### config.mk
export PLATFORM = sky130hd
export DESIGN_NAME = id_decode_pipe_flat
export DESIGN_NICKNAME = d
export VERILOG_FILES = /design/src/rtl/id_decode_pipe_pkg.sv /design/src/rtl/id_decode_pipe_if.sv /design/src/rtl/id_decode_pipe_fifo.sv /design/src/rtl/id_decode_pipe.sv /design/src/flat_wrapper.sv
export SDC_FILE = /design/constraint.sdc
export NUM_CORES = 1
export LEC_CHECK = 0
export CORE_ASPECT_RATIO = 1.75
export CORE_UTILIZATION = 52
export CTS_CLUSTER_SIZE = 24
export DETAILED_ROUTE_END_ITERATION = 12
export GPL_TIMING_DRIVEN = 0
export PLACE_DENSITY_LB_ADDON = 0.05
export SETUP_SLACK_MARGIN = 0.1
export SLEW_MARGIN = 20
export SYNTH_ARGS = -nofsm -noshare
export SYNTH_HDL_FRONTEND = slang
export SYNTH_HIERARCHICAL = 1
export SYNTH_SLANG_ARGS = --single-unit
export TNS_END_PERCENT = 20
### constraint.sdc
create_clock -name clk -period 33.5 [get_ports clk]
set_clock_uncertainty 0.15 [all_clocks]
set_input_delay 5.025 -clock clk [delete_from_list [all_inputs] [get_ports clk]]
set_output_delay 5.025 -clock clk [all_outputs]
set_load 0.1 [all_outputs]
### src/rtl/id_decode_pipe_pkg.sv
// MIPS32 decode types shared by the ID stage: instruction classes, opcodes,
// the decoded record and the combinational field-splitting function.
package mips_pkg;

   typedef enum logic [1:0] {
      IT_R = 2'd0,
      IT_I = 2'd1,
      IT_J = 2'd2
   } itype_e;

   localparam logic [5:0] OP_RTYPE = 6'h00;
   localparam logic [5:0] OP_J     = 6'h02;
   localparam logic [5:0] OP_JAL   = 6'h03;
   localparam logic [5:0] OP_BEQ   = 6'h04;
   localparam logic [5:0] OP_ADDI  = 6'h08;
   localparam logic [5:0] OP_ANDI  = 6'h0C;
   localparam logic [5:0] OP_ORI   = 6'h0D;
   localparam logic [5:0] OP_XORI  = 6'h0E;
   localparam logic [5:0] OP_LUI   = 6'h0F;
   localparam logic [5:0] OP_LB    = 6'h20;
   localparam logic [5:0] OP_LH    = 6'h21;
   localparam logic [5:0] OP_LW    = 6'h23;
   localparam logic [5:0] OP_LBU   = 6'h24;
   localparam logic [5:0] OP_LHU   = 6'h25;
   localparam logic [5:0] OP_SB    = 6'h28;
   localparam logic [5:0] OP_SH    = 6'h29;
   localparam logic [5:0] OP_SW    = 6'h2B;

   typedef struct packed {
      logic [5:0]  opcode;
      logic [4:0]  rs;
      logic [4:0]  rt;
      logic [4:0]  rd;
      logic [4:0]  shamt;
      logic [5:0]  funct;
      logic [31:0] imm;
      logic [31:0] jtarget;
      itype_e      itype;
      logic        illegal;
      logic [31:0] pc;
   } decoded_t;

   function automatic logic op_supported(input logic [5:0] op);
      return op inside {OP_RTYPE, [OP_J:OP_LUI], OP_LB, OP_LH, OP_LW,
                        OP_LBU, OP_LHU, OP_SB, OP_SH, OP_SW};
   endfunction

   function automatic decoded_t decode_instr(input logic [31:0] instr,
                                             input logic [31:0] pc);
      decoded_t    d;
      logic [31:0] pc4;
      d         = '0;
      pc4       = pc + 32'd4;
      d.opcode  = instr[31:26];
      d.pc      = pc;
      d.illegal = !op_supported(instr[31:26]);
      case (instr[31:26])
         OP_RTYPE: begin
            d.itype = IT_R;
            d.rs    = instr[25:21];
            d.rt    = instr[20:16];
            d.rd    = instr[15:11];
            d.shamt = instr[10:6];
            d.funct = instr[5:0];
         end
         OP_J, OP_JAL: begin
            d.itype   = IT_J;
            d.jtarget = {pc4[31:28], instr[25:0], 2'b00};
         end
         default: begin
            // unsupported opcodes also land here and travel on as I-type
            d.itype = IT_I;
            d.rs    = instr[25:21];
            d.rt    = instr[20:16];
            case (instr[31:26])
               OP_ANDI, OP_ORI, OP_XORI: d.imm = {16'h0, instr[15:0]};
               OP_LUI:                   d.imm = {instr[15:0], 16'h0};
               default:                  d.imm = {{16{instr[15]}}, instr[15:0]};
            endcase
         end
      endcase
      return d;
   endfunction

endpackage

### src/rtl/id_decode_pipe_if.sv
// IF-side and consumer-side handshake bundle of the decode stage.
interface id_decode_pipe_if #(
   parameter int CNT_W = 8
);
   logic             flush;
   logic             in_valid;
   logic             in_ready;
   logic [31:0]      in_instr;
   logic [31:0]      in_pc;
   logic             out_valid;
   logic             out_ready;
   logic [5:0]       out_opcode;
   logic [4:0]       out_rs;
   logic [4:0]       out_rt;
   logic [4:0]       out_rd;
   logic [4:0]       out_shamt;
   logic [5:0]       out_funct;
   logic [31:0]      out_imm;
   logic [31:0]      out_jtarget;
   logic [1:0]       out_itype;
   logic             out_illegal;
   logic [31:0]      out_pc;
   logic [CNT_W-1:0] dec_count;

   modport master (
      output flush, in_valid, in_instr, in_pc, out_ready,
      input  in_ready, out_valid, out_opcode, out_rs, out_rt, out_rd,
             out_shamt, out_funct, out_imm, out_jtarget, out_itype,
             out_illegal, out_pc, dec_count
   );

   modport slave (
      input  flush, in_valid, in_instr, in_pc, out_ready,
      output in_ready, out_valid, out_opcode, out_rs, out_rt, out_rd,
             out_shamt, out_funct, out_imm, out_jtarget, out_itype,
             out_illegal, out_pc, dec_count
   );
endinterface

### src/rtl/id_decode_pipe_fifo.sv
// Synchronous FIFO of decoded records; flush empties it in one cycle.
module id_fifo
   import mips_pkg::*;
#(
   parameter int DEPTH = 2
) (
   input  logic     clk,
   input  logic     rst,
   input  logic     i_flush,
   input  logic     i_push,
   input  decoded_t i_data,
   input  logic     i_pop,
   output decoded_t o_data,
   output logic     o_full,
   output logic     o_empty
);
   localparam int unsigned DW = $clog2(DEPTH);
   localparam logic [DW:0] FULL_CNT = (DW+1)'(DEPTH);

   decoded_t      r_mem [DEPTH];
   logic [DW-1:0] r_wptr;
   logic [DW-1:0] r_rptr;
   logic [DW:0]   r_count;
   logic          w_push;
   logic          w_pop;

   assign o_full  = (r_count == FULL_CNT);
   assign o_empty = (r_count == '0);
   assign w_push  = i_push && !o_full;
   assign w_pop   = i_pop && !o_empty;
   assign o_data  = r_mem[r_rptr];

   always_ff @(posedge clk) begin
      if (rst || i_flush) begin
         r_wptr  <= '0;
         r_rptr  <= '0;
         r_count <= '0;
      end else begin
         // DEPTH is a power of two, so pointers wrap by plain overflow
         if (w_push) r_wptr <= r_wptr + 1'b1;
         if (w_pop)  r_rptr <= r_rptr + 1'b1;
         case ({w_push, w_pop})
            2'b10:   r_count <= r_count + 1'b1;
            2'b01:   r_count <= r_count - 1'b1;
            default: r_count <= r_count;
         endcase
      end
   end

   always_ff @(posedge clk) begin
      if (w_push && !rst && !i_flush) r_mem[r_wptr] <= i_data;
   end

endmodule

### src/rtl/id_decode_pipe.sv
// MIPS32 ID stage: decodes each accepted instruction and queues the record
// for register read; empty queue presents an all-zero record.
module id_decode_pipe
   import mips_pkg::*;
#(
   parameter int DEPTH = 2,
   parameter int CNT_W = 8
) (
   input logic          clk,
   input logic          rst,
   id_decode_pipe_if.slave bus
);
   logic             w_full;
   logic             w_empty;
   logic             w_accept;
   logic             w_pop;
   decoded_t         w_dec;
   decoded_t         w_head;
   decoded_t         w_out;
   logic [CNT_W-1:0] r_dec_count;

   assign bus.in_ready = !rst && !w_full;
   assign w_accept     = bus.in_valid && bus.in_ready && !bus.flush;
   assign w_pop        = !w_empty && bus.out_ready;
   assign w_dec        = decode_instr(bus.in_instr, bus.in_pc);

   id_fifo #(.DEPTH(DEPTH)) u_fifo (
      .clk     (clk),
      .rst     (rst),
      .i_flush (bus.flush),
      .i_push  (w_accept),
      .i_data  (w_dec),
      .i_pop   (w_pop),
      .o_data  (w_head),
      .o_full  (w_full),
      .o_empty (w_empty)
   );

   always_ff @(posedge clk) begin
      if (rst || bus.flush) r_dec_count <= '0;
      else if (w_accept)    r_dec_count <= r_dec_count + 1'b1;
   end

   // stale storage must never leak onto the bus when nothing is queued
   assign w_out = w_empty ? '0 : w_head;

   assign bus.out_valid   = !w_empty;
   assign bus.out_opcode  = w_out.opcode;
   assign bus.out_rs      = w_out.rs;
   assign bus.out_rt      = w_out.rt;
   assign bus.out_rd      = w_out.rd;
   assign bus.out_shamt   = w_out.shamt;
   assign bus.out_funct   = w_out.funct;
   assign bus.out_imm     = w_out.imm;
   assign bus.out_jtarget = w_out.jtarget;
   assign bus.out_itype   = w_out.itype;
   assign bus.out_illegal = w_out.illegal;
   assign bus.out_pc      = w_out.pc;
   assign bus.dec_count   = r_dec_count;

endmodule

### src/flat_wrapper.sv
// flat-port wrapper written by rule: the top's interface ports become plain ports
module id_decode_pipe_flat import mips_pkg::*;
#(
   parameter int DEPTH = 2,
   parameter int CNT_W = 8
)
  (clk, rst, bus_flush, bus_in_valid, bus_in_instr, bus_in_pc, bus_out_ready, bus_in_ready, bus_out_valid, bus_out_opcode, bus_out_rs, bus_out_rt, bus_out_rd, bus_out_shamt, bus_out_funct, bus_out_imm, bus_out_jtarget, bus_out_itype, bus_out_illegal, bus_out_pc, bus_dec_count);
  id_decode_pipe_if #(.CNT_W(CNT_W)) bus_i ();
  input logic clk;
  input logic rst;
  input wire logic [$bits(bus_i.flush)-1:0] bus_flush;
  input wire logic [$bits(bus_i.in_valid)-1:0] bus_in_valid;
  input wire logic [$bits(bus_i.in_instr)-1:0] bus_in_instr;
  input wire logic [$bits(bus_i.in_pc)-1:0] bus_in_pc;
  input wire logic [$bits(bus_i.out_ready)-1:0] bus_out_ready;
  output wire logic [$bits(bus_i.in_ready)-1:0] bus_in_ready;
  output wire logic [$bits(bus_i.out_valid)-1:0] bus_out_valid;
  output wire logic [$bits(bus_i.out_opcode)-1:0] bus_out_opcode;
  output wire logic [$bits(bus_i.out_rs)-1:0] bus_out_rs;
  output wire logic [$bits(bus_i.out_rt)-1:0] bus_out_rt;
  output wire logic [$bits(bus_i.out_rd)-1:0] bus_out_rd;
  output wire logic [$bits(bus_i.out_shamt)-1:0] bus_out_shamt;
  output wire logic [$bits(bus_i.out_funct)-1:0] bus_out_funct;
  output wire logic [$bits(bus_i.out_imm)-1:0] bus_out_imm;
  output wire logic [$bits(bus_i.out_jtarget)-1:0] bus_out_jtarget;
  output wire logic [$bits(bus_i.out_itype)-1:0] bus_out_itype;
  output wire logic [$bits(bus_i.out_illegal)-1:0] bus_out_illegal;
  output wire logic [$bits(bus_i.out_pc)-1:0] bus_out_pc;
  output wire logic [$bits(bus_i.dec_count)-1:0] bus_dec_count;
  assign bus_i.flush = bus_flush;
  assign bus_i.in_valid = bus_in_valid;
  assign bus_i.in_instr = bus_in_instr;
  assign bus_i.in_pc = bus_in_pc;
  assign bus_i.out_ready = bus_out_ready;
  assign bus_in_ready = bus_i.in_ready;
  assign bus_out_valid = bus_i.out_valid;
  assign bus_out_opcode = bus_i.out_opcode;
  assign bus_out_rs = bus_i.out_rs;
  assign bus_out_rt = bus_i.out_rt;
  assign bus_out_rd = bus_i.out_rd;
  assign bus_out_shamt = bus_i.out_shamt;
  assign bus_out_funct = bus_i.out_funct;
  assign bus_out_imm = bus_i.out_imm;
  assign bus_out_jtarget = bus_i.out_jtarget;
  assign bus_out_itype = bus_i.out_itype;
  assign bus_out_illegal = bus_i.out_illegal;
  assign bus_out_pc = bus_i.out_pc;
  assign bus_dec_count = bus_i.dec_count;
  id_decode_pipe #(.DEPTH(DEPTH), .CNT_W(CNT_W)) u_core (.clk(clk), .rst(rst), .bus(bus_i));
endmodule
# After elaboration in Yosys (flattened, before gate mapping)
# Memories as Yosys holds them, arrays and structs flattened. A register that Yosys moved wholly into a read port is not among the register bits.
# Index checks and enable logic that the tools add are counted.
# W data, S select, Z words.
dict set report totals {
  output_inout_bits 141
  n_memories 1
  ramBits 262
  reg_bits 12
  elab_cells 64
  in_bits 69
}
dict set report classes {
  n_lt_le_gt_ge 2
  n_eq_ne 17
  addsub 6
  reduce_logical 22
  mux 12
}
# memory words width rd rd_clocked_by_memory_dff write_ports line_no
set mem_list {}
lappend mem_list {u_core.u_fifo.r_mem 2 131 1 1 1 id_decode_pipe_fifo.sv:20} ;# decoded_t r_mem [DEPTH];
# cell n
set op_table {}
lappend op_table {{$mux W131} 1}
lappend op_table {{$mux W32} 2}
lappend op_table {{$pmux W32 S2} 1}
lappend op_table {{$eq A6 B6 Y1 const B} 8}
lappend op_table {{$add A32 B3 Y32 const B} 1}
lappend op_table {{$eq A6 B4 Y1 const B} 4}
lappend op_table {{$mux W16} 1}
lappend op_table {{$eq A6 B2 Y1 const B} 2}
lappend op_table {{$mux W10} 1}
lappend op_table {{$reduce_bool A10 Y1} 1}
lappend op_table {{$logic_and A1 B1 Y1} 9}
lappend op_table {{$add A8 B1 Y8 const B} 1}
lappend op_table {{$pmux W2 S2} 2}
lappend op_table {{$ge A6 B2 Y1 const B} 1}
lappend op_table {{$le A6 B4 Y1 const B} 1}
lappend op_table {{$logic_not A6 Y1} 1}
lappend op_table {{$reduce_or A3 Y1} 2}
lappend op_table {{$logic_not A1 Y1} 5}
lappend op_table {{$eq A2 B2 Y1 const B} 2}
lappend op_table {{$mux W1} 4}
lappend op_table {{$add A1 B1 Y1 const B} 2}
lappend op_table {{$add A2 B1 Y2 const B} 1}
lappend op_table {{$eq A2 B1 Y1 const B} 1}
lappend op_table {{$logic_not A2 Y1} 1}
lappend op_table {{other kinds (4)} 4}

# Depth between registers and ports, before layout
dict set report depth {
  ltp_word 10
  ltp_mapped 9
  mapped_depth_nobuf 8
}

# Hierarchy
# Netlist, hierarchy kept.
# module cells_each seq_area_each_um2 area_per_inst_um2 n_inst
set modules_own_cells {}
lappend modules_own_cells {id_fifo 436 7967.6 9709.3 1}
lappend modules_own_cells {id_decode_pipe 343 160.2 2120.8 1}

# Worst setup path after synthesis
# Ideal clock, no wire load.
dict set report synth_path {
  path_type {input-to-reg}
  from {in rst}
  to {mem u_core/u_fifo/r_mem[0][0] in the netlist's numbering (enable)}
  required_time_ns 32.568
  t_arrival_ns 14.574
  cell_stages 5
  path_slack_ns 17.994
  setup_ns 0.782
  n_path_buf 1
  path_cell_list {or2_2 -> clkbuf_1 -> nor2b_1 -> nand2b_1 -> nor3_1}
}
dict set report synth_between {
  elab_chain_len 9
}
# element line_no
set synth_rtl {}
lappend synth_rtl {{from (decl)} flat_wrapper.sv:10} ;# input logic rst;
lappend synth_rtl {{$logic_not A1 Y1} id_decode_pipe.sv:22} ;# assign bus.in_ready = !rst && !w_full;
lappend synth_rtl {{$logic_and A1 B1 Y1} id_decode_pipe.sv:22}
lappend synth_rtl {{$logic_and A1 B1 Y1 (2 in series)} id_decode_pipe.sv:23} ;# assign w_accept = bus.in_valid && bus.in_ready && !bus.flush;
lappend synth_rtl {{named net u_core.w_accept} id_decode_pipe.sv:15} ;# logic w_accept;
lappend synth_rtl {{$logic_and A1 B1 Y1} id_decode_pipe_fifo.sv:29} ;# assign w_push = i_push && !o_full;
lappend synth_rtl {{$logic_and A1 B1 Y1 (2 in series)} id_decode_pipe_fifo.sv:51} ;# if (w_push && !rst && !i_flush) r_mem[r_wptr] <= i_data;
lappend synth_rtl {{$mux W1} id_decode_pipe_fifo.sv:51}
lappend synth_rtl {{$mux W1 (not written as such)} id_decode_pipe_fifo.sv:51}
lappend synth_rtl {{to (decl)} id_decode_pipe_fifo.sv:20}
# The timed path passes the listed nets, and every way through them passes these cells.

# Worst setup path in the final report
dict set report layout_path {
  from {in rst}
  to {out bus_in_ready}
}
dict set report layout_between {
  elab_chain_len 2
}
# element line_no
set layout_rtl {}
lappend layout_rtl {{$logic_not A1 Y1} id_decode_pipe.sv:22}
lappend layout_rtl {{$logic_and A1 B1 Y1} id_decode_pipe.sv:22}
lappend layout_rtl {{to (decl)} flat_wrapper.sv:16} ;# output wire logic [$bits(bus_i.in_ready)-1:0] bus_in_ready;
# Every way passes these cells.

==> reports/results.ini <==
[power_and_ir_drop]
sw_frac_of_total_pct=21.4
pwr-share-comb_pct=6.0
clkPwrFrac_pct=38.5
p_leak_nw=5.43
ir_drop_mv=0.0488
power_frac_seq_pct=55.6
powerDensity_nw_per_um2=44.2
switchingPower_mw=0.145
p_int_mw=0.534

[setup_path]
cp_common_cell=clkdlybuf4s50_1
cp.arrival_ns=6.68
cp-endpoint=bus_in_ready
crit_start=rst
crit_family=buffers and inverters
crit_required_ns=28.32
path_depth=3
r2r_slack_ns=30.32
worst_setup_path_end_kind=output pin
start_kind=input port
slowest_stage=clkdlybuf4s50_1
r2r_end=u_core/u_fifo/r_mem[0][83]$_DFFE_PP_
crit_path_max_incr_delay_ns=1.13
crit-reg2reg-launch=u_core/u_fifo/r_count[0]$_SDFFE_PP0P_
crit_type=in2out
crit_fanout=3
critPathBufInv=2
r2r_cells=11
crit_chain=clkdlybuf4s50_1, nor2_1, clkdlybuf4s50_1

[yosys]
synth.ff_latch_count=275
synth_edf_count=262
avgSynthCellArea_um2=15.2
synth_commonest_cells=edfxtp_1 (262), nor2b_1 (135), mux2_1 (131)
synth_area_um2=11800
synthFlopType=edfxtp_1
yosysMostFrequentCell=edfxtp_1
yosysTopAreaCellShare_pct=66.5
synth.distinct_cells=40
yosysTopAreaCell=edfxtp_1
async_flop_share_pct=0
synth-seq-area-share_pct=68.7
syn_inst=779
synth_area_leaders=edfxtp_1 (67%), mux2_1 (12%), nor2b_1 (7.1%)
yosys_warnings=6

[die]
row_count=72
die_h_um=202
initial_core_util_pct=53.2
coreArea_um2=22300
ios=210
die_w_um=116
die_area_um2=23400

[detailed_routing]
drc=0
routedWlPerCell_um=19.6
viasPerCell=5.22
drt_wl_total_mm=26.7
drt_iter0_drc=305
dr.max_layer_used=met4
met1Wirelength_mm=9.81
wl_met2_mm=14.6
wl_met3_mm=1.49
vias=7126
first_pass_iters=5
ant_nets=0

[clock_network]
cts_root_buf=clkbuf_16
ctsHoldBuffers=0
clk_pin_slew_ns=0.07
cts-htree-levels=1
clock_latency_ns=0.53
postCtsSetupRepairBufs=0
cts.sinks=275
cts_buffer_depth=3
cts_tree=done
cts-buffers-inserted=25
ctsResizeCount=0

[sta]
finalMaxSlewViolations=0
fin_tns_setup_ns=0
relSlewSlack_pct=30.1
period_share_pct=35.4
layout_min_cycle_time_ns=11.86
timing.fmax_mhz=84.3
rsz0062_at_grt=false
setup_viol=0
hold_viol_final=0
worst_pin_slew_ns=1.04

[flow_run]
drv_cap=0

[cells_and_area]
fin_cells=1364
nNetsFinal=1123
area_growth_pct=29.8
diodes=0
drive_above_1_share_pct=8.43

[placed_design]
dp_cells=1321
io_buffers=209
dp_hpwl_mm=19.8
place_congestion=0.761

[grt]
grt_pass1_wl_mm=40.9
grt_overflow=0
grt_usage_pct=23.6
grt_pass1_vias=7387
antenna_found_initial=0
grt_start_max_net_pins=17

[worst_hold_path]
hp-class=reg2reg

[run_status]
outcome=complete, no violations

==> metrics by stage <==
step	worst slack [ns]	utilization [%]	total power [mW]	instance area, µm²	hold WS, ns
2_1_floorplan	17.99	-	0.407	11800	0.322
3_3_place_gp	11.76	64.3	0.425	14300	0.333
3_5_place_dp	21.64	65.7	0.425	14600	0.354
4_1_cts	21.63	69.0	0.685	15400	0.373
5_1_grt	21.55	69.0	0.698	15400	0.397
6_report	21.64	69.0	0.679	15400	0.364
==> sequential cells by signal, summed over array words and instances (netlist names), named ones only <==
name and flops:
u_core/u_fifo/r_count 2, u_core/u_fifo/r_rptr 1, u_core/u_fifo/r_mem 262, u_core/bus.dec_count 8
u_core/u_fifo/r_wptr 1
==> layout make-up <==
class / instances / area [µm²]
sequential: 275 / 8130
fill: 1627 / 6900
multi-input combinational: 456 / 3450
timing repair buffer: 243 / 2390
clock buffer: 31 / 678
tap: 296 / 370
buffer: 46 / 250
clock inverter: 12 / 60.1
inverter: 5 / 18.8
==> cells by family (layout without fill, tap and decap cells) <==
| kind of cell | Yosys count | in the layout | share of synthesized area, % |
|---|---|---|---|
| AO/OA/AOI/OAI | 33 | 33 | 1.60 |
| buffers and inverters | 51 | 337 | 2.27 |
| adder cells (fa/ha/maj) | 2 | 2 | 0.211 |
| XOR/XNOR | 10 | 10 | 0.740 |
| AND/OR/NAND/NOR | 275 | 275 | 13.9 |
| multiplexers | 132 | 132 | 12.6 |
| flip-flops | 275 | 275 | 68.7 |
| other | 1 | 4 | 0.0317 |
==> worst min-delay path by stage <==
stage	startpoint	end	cells past startpoint
floorplan	u_core/u_fifo/r_wptr$_SDFFE_PP0P_	u_core/u_fifo/r_wptr$_SDFFE_PP0P_	2
global placement	u_core/u_fifo/r_wptr$_SDFFE_PP0P_	u_core/u_fifo/r_wptr$_SDFFE_PP0P_	2
detailed placement	u_core/bus.dec_count[7]$_SDFFE_PP0P_	u_core/bus.dec_count[7]$_SDFFE_PP0P_	2
CTS	u_core/bus.dec_count[7]$_SDFFE_PP0P_	u_core/bus.dec_count[7]$_SDFFE_PP0P_	2
global route	u_core/u_fifo/r_count[1]$_SDFFE_PP0P_	u_core/u_fifo/r_count[1]$_SDFFE_PP0P_	2
finish	u_core/bus.dec_count[7]$_SDFFE_PP0P_	u_core/bus.dec_count[7]$_SDFFE_PP0P_	2
==> routing by layer <==
metal / vias up / GRT usage (%)
met5: - / 0
met4: 0 / 9.43
met3: 45 / 4.22
met2: 208 / 43.8
met1: 3498 / 25.8
li1: 3375 / -
==> power by group through the flow <==
stage,Sequential (mW),Clock [mW],Combinational (mW)
2_1_floorplan,0.386,0,0.0208
3_3_place_gp,0.386,0,0.0394
3_5_place_dp,0.384,0,0.0407
4_1_cts,0.377,0.267,0.0408
5_1_grt,0.377,0.278,0.0431
6_report,0.377,0.261,0.0405
==> layout by cell type (no fill, tap or decap), types with 2 or more instances in the layout <==
master / count
clkbuf_16: 25
nor2b_1: 135
mux2_1: 131
or4_1: 4
ha_1: 2
and3_1: 27
nand4_1: 9
buf_4: 23
nand2b_1: 3
a21oi_1: 22
xnor2_1: 3
o31ai_1: 2
clkbuf_8: 3
clkbuf_1: 34
o21ai_0: 3
clkdlybuf4s50_1: 209
edfxtp_1: 262
clkinvlp_4: 2
inv_1: 5
clkinv_1: 4
nor4_1: 2
nand2_1: 27
buf_6: 21
and4_1: 3
and2_1: 42
nor3_2: 3
dfxtp_1: 13
buf_2: 5
clkinv_2: 6
xor2_1: 7
nor2_1: 13
conb_1: 4
or3_1: 2
==> tightest hold or removal path: stages, from the launching register on <==
cell and delay, ns:
dfxtp_1 0.34, xor2_1 0.07, nor2_1 0.07
Power figures use the tool's default switching activity.
